**src/rtl/bp_pkg.sv**
```systemverilog
`default_nettype none
// ============================================================================
// Module      : bp_pkg
// Description : Shared helpers for the branch-history-table predictor.
//               Provides the counter reset value, saturating increment and
//               decrement, and the bimodal/gshare table-index hash. All
//               helpers work on a fixed 32-bit carrier. Callers cast the
//               result back to their own width.
// Revision    : 1.0 - initial release
// ============================================================================
package bp_pkg;

    localparam int c_max_w = 32;

    // All-ones value of width w (1 <= w <= c_max_w), right-aligned.
    function automatic logic [c_max_w-1:0] ones(input int w);
        return {c_max_w{1'b1}} >> (c_max_w - w);
    endfunction

    // Weakly-not-taken reset value: 2^(w-1) - 1.
    function automatic logic [c_max_w-1:0] ctr_init(input int w);
        return ones(w) >> 1;
    endfunction

    // Increment that sticks at the all-ones value of width w.
    function automatic logic [c_max_w-1:0] sat_inc(input logic [c_max_w-1:0] v,
                                                   input int w);
        return (v >= ones(w)) ? ones(w) : v + c_max_w'(1);
    endfunction

    // Decrement that sticks at zero.
    function automatic logic [c_max_w-1:0] sat_dec(input logic [c_max_w-1:0] v);
        return (v == '0) ? '0 : v - c_max_w'(1);
    endfunction

    // Table index: the low idx_w PC bits, optionally XORed with the global
    // history. The history is narrower than the index, so it is implicitly
    // zero-extended by the carrier.
    function automatic logic [c_max_w-1:0] bp_index(input logic [c_max_w-1:0] pc,
                                                    input logic [c_max_w-1:0] ghr,
                                                    input bit                 gshare,
                                                    input int                 idx_w);
        return (gshare ? (pc ^ ghr) : pc) & ones(idx_w);
    endfunction

endpackage : bp_pkg
`default_nettype wire

```
**src/rtl/bp_counter_table.sv**
```systemverilog
`default_nettype none
// ============================================================================
// Module      : bp_counter_table
// Description : 2^IDX_W x CTR_W saturating-counter array. It has LANES
//               combinational read ports, each returning the counter MSB
//               (predicted direction), and one saturating write port.
//               Async active-low reset loads every counter with the
//               weakly-not-taken value.
// Ports       : clk, reset (async, active-low)
//               rd_idx   [LANES*IDX_W] lane i index at [i*IDX_W +: IDX_W]
//               rd_taken [LANES]       MSB of the indexed counter
//               wr_en, wr_idx, wr_taken  saturating update towards taken/not
// Revision    : 1.0 - initial release
// ============================================================================
module bp_counter_table
    import bp_pkg::*;
#(
    parameter int IDX_W = 4,
    parameter int CTR_W = 2,
    parameter int LANES = 2
) (
    input  logic                   clk,
    input  logic                   reset,
    input  logic [LANES*IDX_W-1:0] rd_idx,
    output logic [LANES-1:0]       rd_taken,
    input  logic                   wr_en,
    input  logic [IDX_W-1:0]       wr_idx,
    input  logic                   wr_taken
);

    localparam int               c_depth    = 1 << IDX_W;
    localparam logic [CTR_W-1:0] c_ctr_init = CTR_W'(ctr_init(CTR_W));

    logic [CTR_W-1:0] r_ctr [c_depth];
    logic [CTR_W-1:0] w_wr_next;

    assign w_wr_next = wr_taken ? CTR_W'(sat_inc(c_max_w'(r_ctr[wr_idx]), CTR_W))
                                : CTR_W'(sat_dec(c_max_w'(r_ctr[wr_idx])));

    always_ff @(posedge clk or negedge reset) begin
        if (!reset) begin
            for (int i = 0; i < c_depth; i++) begin
                r_ctr[i] <= c_ctr_init;
            end
        end else if (wr_en) begin
            r_ctr[wr_idx] <= w_wr_next;
        end
    end

    // Reads come from the array state before this edge's write lands, which
    // gives read-before-write for a lookup and update to the same index.
    generate
        for (genvar i = 0; i < LANES; i++) begin : g_rd
            assign rd_taken[i] = r_ctr[rd_idx[i*IDX_W +: IDX_W]][CTR_W-1];
        end
    endgenerate

endmodule : bp_counter_table
`default_nettype wire

```
**src/rtl/branch_predictor_bht.sv**
```systemverilog
`default_nettype none
// ============================================================================
// Module      : branch_predictor_bht
// Description : Multi-lane branch-history-table predictor with an optional
//               gshare index. Fetch lookups return registered predictions
//               one cycle later. Execute resolves train the table and shift
//               the non-speculative global history. Saturating branch and
//               mispredict statistics are kept.
// Ports       : clk, reset (async, active-low)
//               lookup_valid_F/lookup_pc_F -> prediction_F, pred_valid_F, ghr_F
//               update_signal_E, update_pc_E, update_ghr_E,
//               actual_outcome_E, prediction_E
//               branch_count, mispredict_count
// Revision    : 1.0 - initial release
// ============================================================================
module branch_predictor_bht
    import bp_pkg::*;
#(
    parameter int PC_W   = 5,
    parameter int IDX_W  = 4,
    parameter int CTR_W  = 2,
    parameter int GHR_W  = 4,
    parameter int GSHARE = 0,
    parameter int LANES  = 2,
    parameter int STAT_W = 16
) (
    input  logic                  clk,
    input  logic                  reset,
    input  logic [LANES-1:0]      lookup_valid_F,
    input  logic [LANES*PC_W-1:0] lookup_pc_F,
    output logic [LANES-1:0]      prediction_F,
    output logic [LANES-1:0]      pred_valid_F,
    output logic [GHR_W-1:0]      ghr_F,
    input  logic                  update_signal_E,
    input  logic [PC_W-1:0]       update_pc_E,
    input  logic [GHR_W-1:0]      update_ghr_E,
    input  logic                  actual_outcome_E,
    input  logic                  prediction_E,
    output logic [STAT_W-1:0]     branch_count,
    output logic [STAT_W-1:0]     mispredict_count
);

    localparam bit c_gshare = (GSHARE != 0);

    logic [GHR_W-1:0]       r_ghr;
    logic [GHR_W-1:0]       w_ghr_next;
    logic [LANES*IDX_W-1:0] w_rd_idx;
    logic [LANES-1:0]       w_rd_taken;
    logic [IDX_W-1:0]       w_wr_idx;
    logic [LANES-1:0]       r_pred;
    logic [LANES-1:0]       r_valid;
    logic [GHR_W-1:0]       r_ghr_f;
    logic [STAT_W-1:0]      r_branch_cnt;
    logic [STAT_W-1:0]      r_mispred_cnt;

    // Lookups hash with the live GHR. Updates hash with the snapshot that
    // travelled down the pipe, so a branch trains the entry it was predicted from.
    generate
        for (genvar i = 0; i < LANES; i++) begin : g_lookup_idx
            assign w_rd_idx[i*IDX_W +: IDX_W] =
                IDX_W'(bp_index(c_max_w'(lookup_pc_F[i*PC_W +: PC_W]),
                                c_max_w'(r_ghr), c_gshare, IDX_W));
        end
    endgenerate

    assign w_wr_idx = IDX_W'(bp_index(c_max_w'(update_pc_E), c_max_w'(update_ghr_E),
                                      c_gshare, IDX_W));

    generate
        if (GHR_W > 1) begin : g_ghr_shift
            assign w_ghr_next = {r_ghr[GHR_W-2:0], actual_outcome_E};
        end else begin : g_ghr_single
            assign w_ghr_next = actual_outcome_E;
        end
    endgenerate

    bp_counter_table #(
        .IDX_W (IDX_W),
        .CTR_W (CTR_W),
        .LANES (LANES)
    ) u_table (
        .clk      (clk),
        .reset    (reset),
        .rd_idx   (w_rd_idx),
        .rd_taken (w_rd_taken),
        .wr_en    (update_signal_E),
        .wr_idx   (w_wr_idx),
        .wr_taken (actual_outcome_E)
    );

    always_ff @(posedge clk or negedge reset) begin
        if (!reset) begin
            r_ghr         <= '0;
            r_pred        <= '0;
            r_valid       <= '0;
            r_ghr_f       <= '0;
            r_branch_cnt  <= '0;
            r_mispred_cnt <= '0;
        end else begin
            r_pred  <= w_rd_taken;
            r_valid <= lookup_valid_F;
            r_ghr_f <= r_ghr;   // pre-update history, aligned with r_pred
            if (update_signal_E) begin
                r_ghr        <= w_ghr_next;
                r_branch_cnt <= STAT_W'(sat_inc(c_max_w'(r_branch_cnt), STAT_W));
                if (actual_outcome_E != prediction_E) begin
                    r_mispred_cnt <= STAT_W'(sat_inc(c_max_w'(r_mispred_cnt), STAT_W));
                end
            end
        end
    end

    assign prediction_F     = r_pred;
    assign pred_valid_F     = r_valid;
    assign ghr_F            = r_ghr_f;
    assign branch_count     = r_branch_cnt;
    assign mispredict_count = r_mispred_cnt;

endmodule : branch_predictor_bht
`default_nettype wire

```
**config.mk**
```make
export PLATFORM = sky130hd
export DESIGN_NAME = branch_predictor_bht
export DESIGN_NICKNAME = d
export VERILOG_FILES = /design/src/rtl/bp_pkg.sv /design/src/rtl/bp_counter_table.sv /design/src/rtl/branch_predictor_bht.sv
export SDC_FILE = /design/constraint.sdc
export NUM_CORES = 1
export LEC_CHECK = 0
export ABC_AREA = 1
export BUFFER_PORTS_ARGS = -buffer_cell sky130_fd_sc_hd__buf_2
export CORE_ASPECT_RATIO = 1.75
export CORE_MARGIN = 2
export CORE_UTILIZATION = 57
export DETAILED_ROUTE_END_ITERATION = 10
export GPL_ROUTABILITY_DRIVEN = 0
export PLACE_DENSITY_LB_ADDON = 0.12
export SLEW_MARGIN = 40
export SYNTH_ARGS = -nofsm -noshare
export SYNTH_HDL_FRONTEND = slang
export SYNTH_SLANG_ARGS = --single-unit
```
**constraint.sdc**
```tcl
create_clock -name clk -period 1.6 [get_ports clk]
set_input_delay 0.24 -clock clk [delete_from_list [all_inputs] [get_ports clk]]
set_output_delay 0.24 -clock clk [all_outputs]
set_load 0.01 [all_outputs]
```
==> flow_metrics.py <==
metrics = {
    "outcome": {
        "outcome": "finished with violations",
        "violations": "negative setup slack",
    },
    "route": {
        "drtIter0Drc": 403,
        "totalWireLength_um": 11600,
        "drcViolationCount": 0,
        "firstDrtPassIters": 5,
        "wl_per_cell_um": 14.9,
        "drtAntennaViolNets": 0,
        "vias": 4215,
        "vias_per_cell": 5.44,
    },
    "worst_setup_path": {
        "path_max_fanout": 3,
        "r2r_end": "branch_count[12]$_DFFE_PN0P_",
        "startpoint_type": "flip-flop",
        "r2r-start": "branch_count[0]$_DFFE_PN0P_",
        "crit_type": "reg2reg",
        "worstPathRequired_ns": 1.83,
        "worstSetupEndpointType": "flip-flop",
        "crit_arrival_ns": 1.88,
        "rr_worst_depth": 10,
        "r2r_slack_ns": -0.05,
    },
    "sta": {
        "finClkSkew_ns": 0.00485,
        "max_freq_ghz": 0.608,
        "maxSlewHeadroom_pct": 75.0,
        "hold_viol": 0,
        "fin_crit_ns": 1.65,
        "period_share_pct": 103,
        "fin_ws_ns": -0.0452,
        "worst_pin_slew_ns": 0.375,
        "setup_viol": 3,
        "rsz0062_at_grt": "yes",
        "finalMaxSlewViolations": 0,
        "finalSetupTns_ns": -0.0907,
    },
    "job": {
        "maxCapViolations": 0,
    },
    "logic_synthesis": {
        "synth_edf_count": 0,
        "synth_ff_type": "dfrtp_1",
        "syn_avg_cell_area_um2": 7.38,
        "ys_seq_area_share_pct": 45.9,
        "synth_top_area_share_pct": 35.9,
        "syn_inst": 567,
        "synth_area_leader_cell": "dfrtp_1",
        "ys_seq_elements": 76,
        "yosys_warnings": 0,
        "synth.distinct_cells": 35,
        "ys_async_sr_fraction_pct": 100,
        "syn_area_mm2": 0.00418,
        "synthesis.nets": 595,
        "synthTopCellsByArea": "dfrtp_1, nand2_1, dfstp_2",
    },
    "floorplanning": {
        "ioPinCount": 66,
        "coreArea_mm2": 0.00718,
        "dieArea_mm2": 0.00807,
        "dieHeight_um": 117,
        "start_util_pct": 58.2,
        "rows": 41,
        "die_w_um": 68.8,
    },
    "global_route": {
        "grt_overflow_total": 0,
        "antenna_found_initial": 0,
        "grt_pass1_wl_um": 18100,
        "grt.total_usage_pct": 29.8,
        "grt_max_degree": 34,
        "grt_pass1_vias": 4027,
    },
    "finish": {
        "areaGrowthSynthToFinish_pct": 30.6,
        "fillers": 541,
        "seqCellArea_mm2": 0.00192,
        "drive_gt1_share_pct": 28.6,
        "multi_input_area_mm2": 0.00206,
        "antenna_cells": 0,
        "fin_nets": 712,
    },
    "worst_hold_path": {
        "hold_start": "lookup_pc_F[8]",
        "hp-class": "in2reg",
        "hold_depth": 2,
        "min_to": "prediction_F[1]$_DFF_PN0_",
    },
    "place": {
        "io_buffers": 58,
        "dp_hpwl_um": 8040,
    },
    "clock_network": {
        "clock_path_buffers": 2,
        "clock-root-buffer": "clkbuf_16",
        "clock-sinks": 76,
        "numCtsBuffers": 9,
        "cts_tree": "built",
        "path_clk_slew_ns": 0.06,
        "clk_latency_ns": 0.34,
        "h-tree-depth": 3,
    },
    "power": {
        "powerDensity_mw_per_mm2": 1240,
        "p_leak_nw": 2.86,
        "vdd_drop_max_uv": 1070,
        "design_power_total_mw": 6.79,
    },
}
==> layer usage <==
metal  share of wire [%]  track usage [%]
met5                   0                0
met4                 3.6             13.2
met3                 3.8             6.14
met2                  56             52.2
met1                  37             32.9
==> critical path, stage by stage (launching register included) <==
cell and delay, ns:
dfrtp_1 0.42, ha_4 0.18, nand3_4 0.09, nor2_4 0.15
nand2_2 0.09, nor2_4 0.08, nand2_2 0.08, nor2_4 0.15
nand2_2 0.08, o22ai_2 0.17, inv_1 0.05
==> where the power goes <==
| part | leakage (nW) | switching (mW) | internal (mW) |
|---|---|---|---|
| clock | 0.159 | 0.789 | 1.45 |
| combinational | 1.76 | 1.07 | 0.824 |
| sequential | 0.943 | 0.290 | 2.37 |
==> per-stage QoR <==
stage	cell area (µm²)	hold slack, ns	setup slack (ns)	util, %	instances
6_report	5460	0.125	-0.0452	76.1	775
5_1_grt	5460	0.136	-0.173	76.1	775
4_1_cts	5270	0.00299	-0.0362	73.4	766
3_5_place_dp	4910	0.181	-0.150	68.4	748
3_3_place_gp	4910	0.177	-0.115	68.4	748
2_1_floorplan	4180	-0.0556	0.00105	-	567
==> cells in the mapped netlist (4+ instances only) <==
cell type  instances
o211ai_1           6
nand2_2           15
o21ai_0           27
nand2_1          202
xor2_1             6
inv_1             62
nand3_1           46
nor2_1            45
dfrtp_1           60
nor3_1             7
nand4_1           12
dfstp_2           16
clkbuf_1           8
a21oi_1           15
buf_6              4
==> layout make-up <==
| cell class | instances | area share (%) |
|---|---|---|
| Multi-Input combinational cell | 413 | 37.6 |
| Tap cell | 86 | 1.97 |
| Timing Repair Buffer | 121 | 14.8 |
| Inverter | 63 | 4.37 |
| Sequential cell | 76 | 35.2 |
| Clock buffer | 12 | 4.69 |
| Clock inverter | 4 | 1.33 |
==> worst max path at each step <==
stage	cells past startpoint	slack, ns	end	from
finish	10	-0.05	branch_count[12]$_DFFE_PN0P_	branch_count[0]$_DFFE_PN0P_
detailed placement	12	-0.15	u_table.r_ctr[25]$_DFFE_PN0P_	update_pc_E[0]
global route	10	-0.17	branch_count[12]$_DFFE_PN0P_	branch_count[0]$_DFFE_PN0P_
CTS	10	-0.04	branch_count[14]$_DFFE_PN0P_	branch_count[0]$_DFFE_PN0P_
global placement	12	-0.12	u_table.r_ctr[1]$_DFFE_PN0P_	update_pc_E[0]
floorplan	10	0.001	branch_count[14]$_DFFE_PN0P_	branch_count[0]$_DFFE_PN0P_
==> sequential cells by signal (all words and copies together) (netlist names) <==
name / count
u_table.r_ctr: 32
branch_count: 16
mispredict_count: 16
ghr_F: 4
r_ghr: 4
pred_valid_F: 2
prediction_F: 2
==> logic make-up (layout without fill, tap and decap cells) <==
kind of cell | Yosys count | after routing | share of synthesized area [%]
flops | 76 | 76 | 45.9
compound gates | 60 | 60 | 8.32
buf+inv | 79 | 200 | 8.02
simple gates | 341 | 342 | 35.2
xor+xnor | 9 | 9 | 1.88
fa+ha+maj | 2 | 2 | 0.598
==> layout by cell type (no fill, tap or decap), drive strengths merged <==
master	n
a21oi	15
and3	3
buf	118
bufinv	2
clkbuf	12
clkinv	1
clkinvlp	1
dfrtp	60
dfstp	16
dlygate4sd3	3
ha	2
inv	63
nand2	221
nand3	46
nand3b	1
nand4	12
nor2	49
nor3	8
o211ai	6
o21a	1
o21ai	31
o21bai	1
o221ai	2
o22ai	1
o31ai	3
or2	2
xnor2	3
xor2	6
==> timing repair <==
item                                    CTS  global route
gates resized for setup                   4            31
buffers inserted                          0             7
gates cloned                              0             1
endpoints found under the setup margin    3            47
hold buffers                              2             1
pin swaps                                 0            10
endpoints found under the hold margin    18             1
Power figures use the tool's default switching activity.
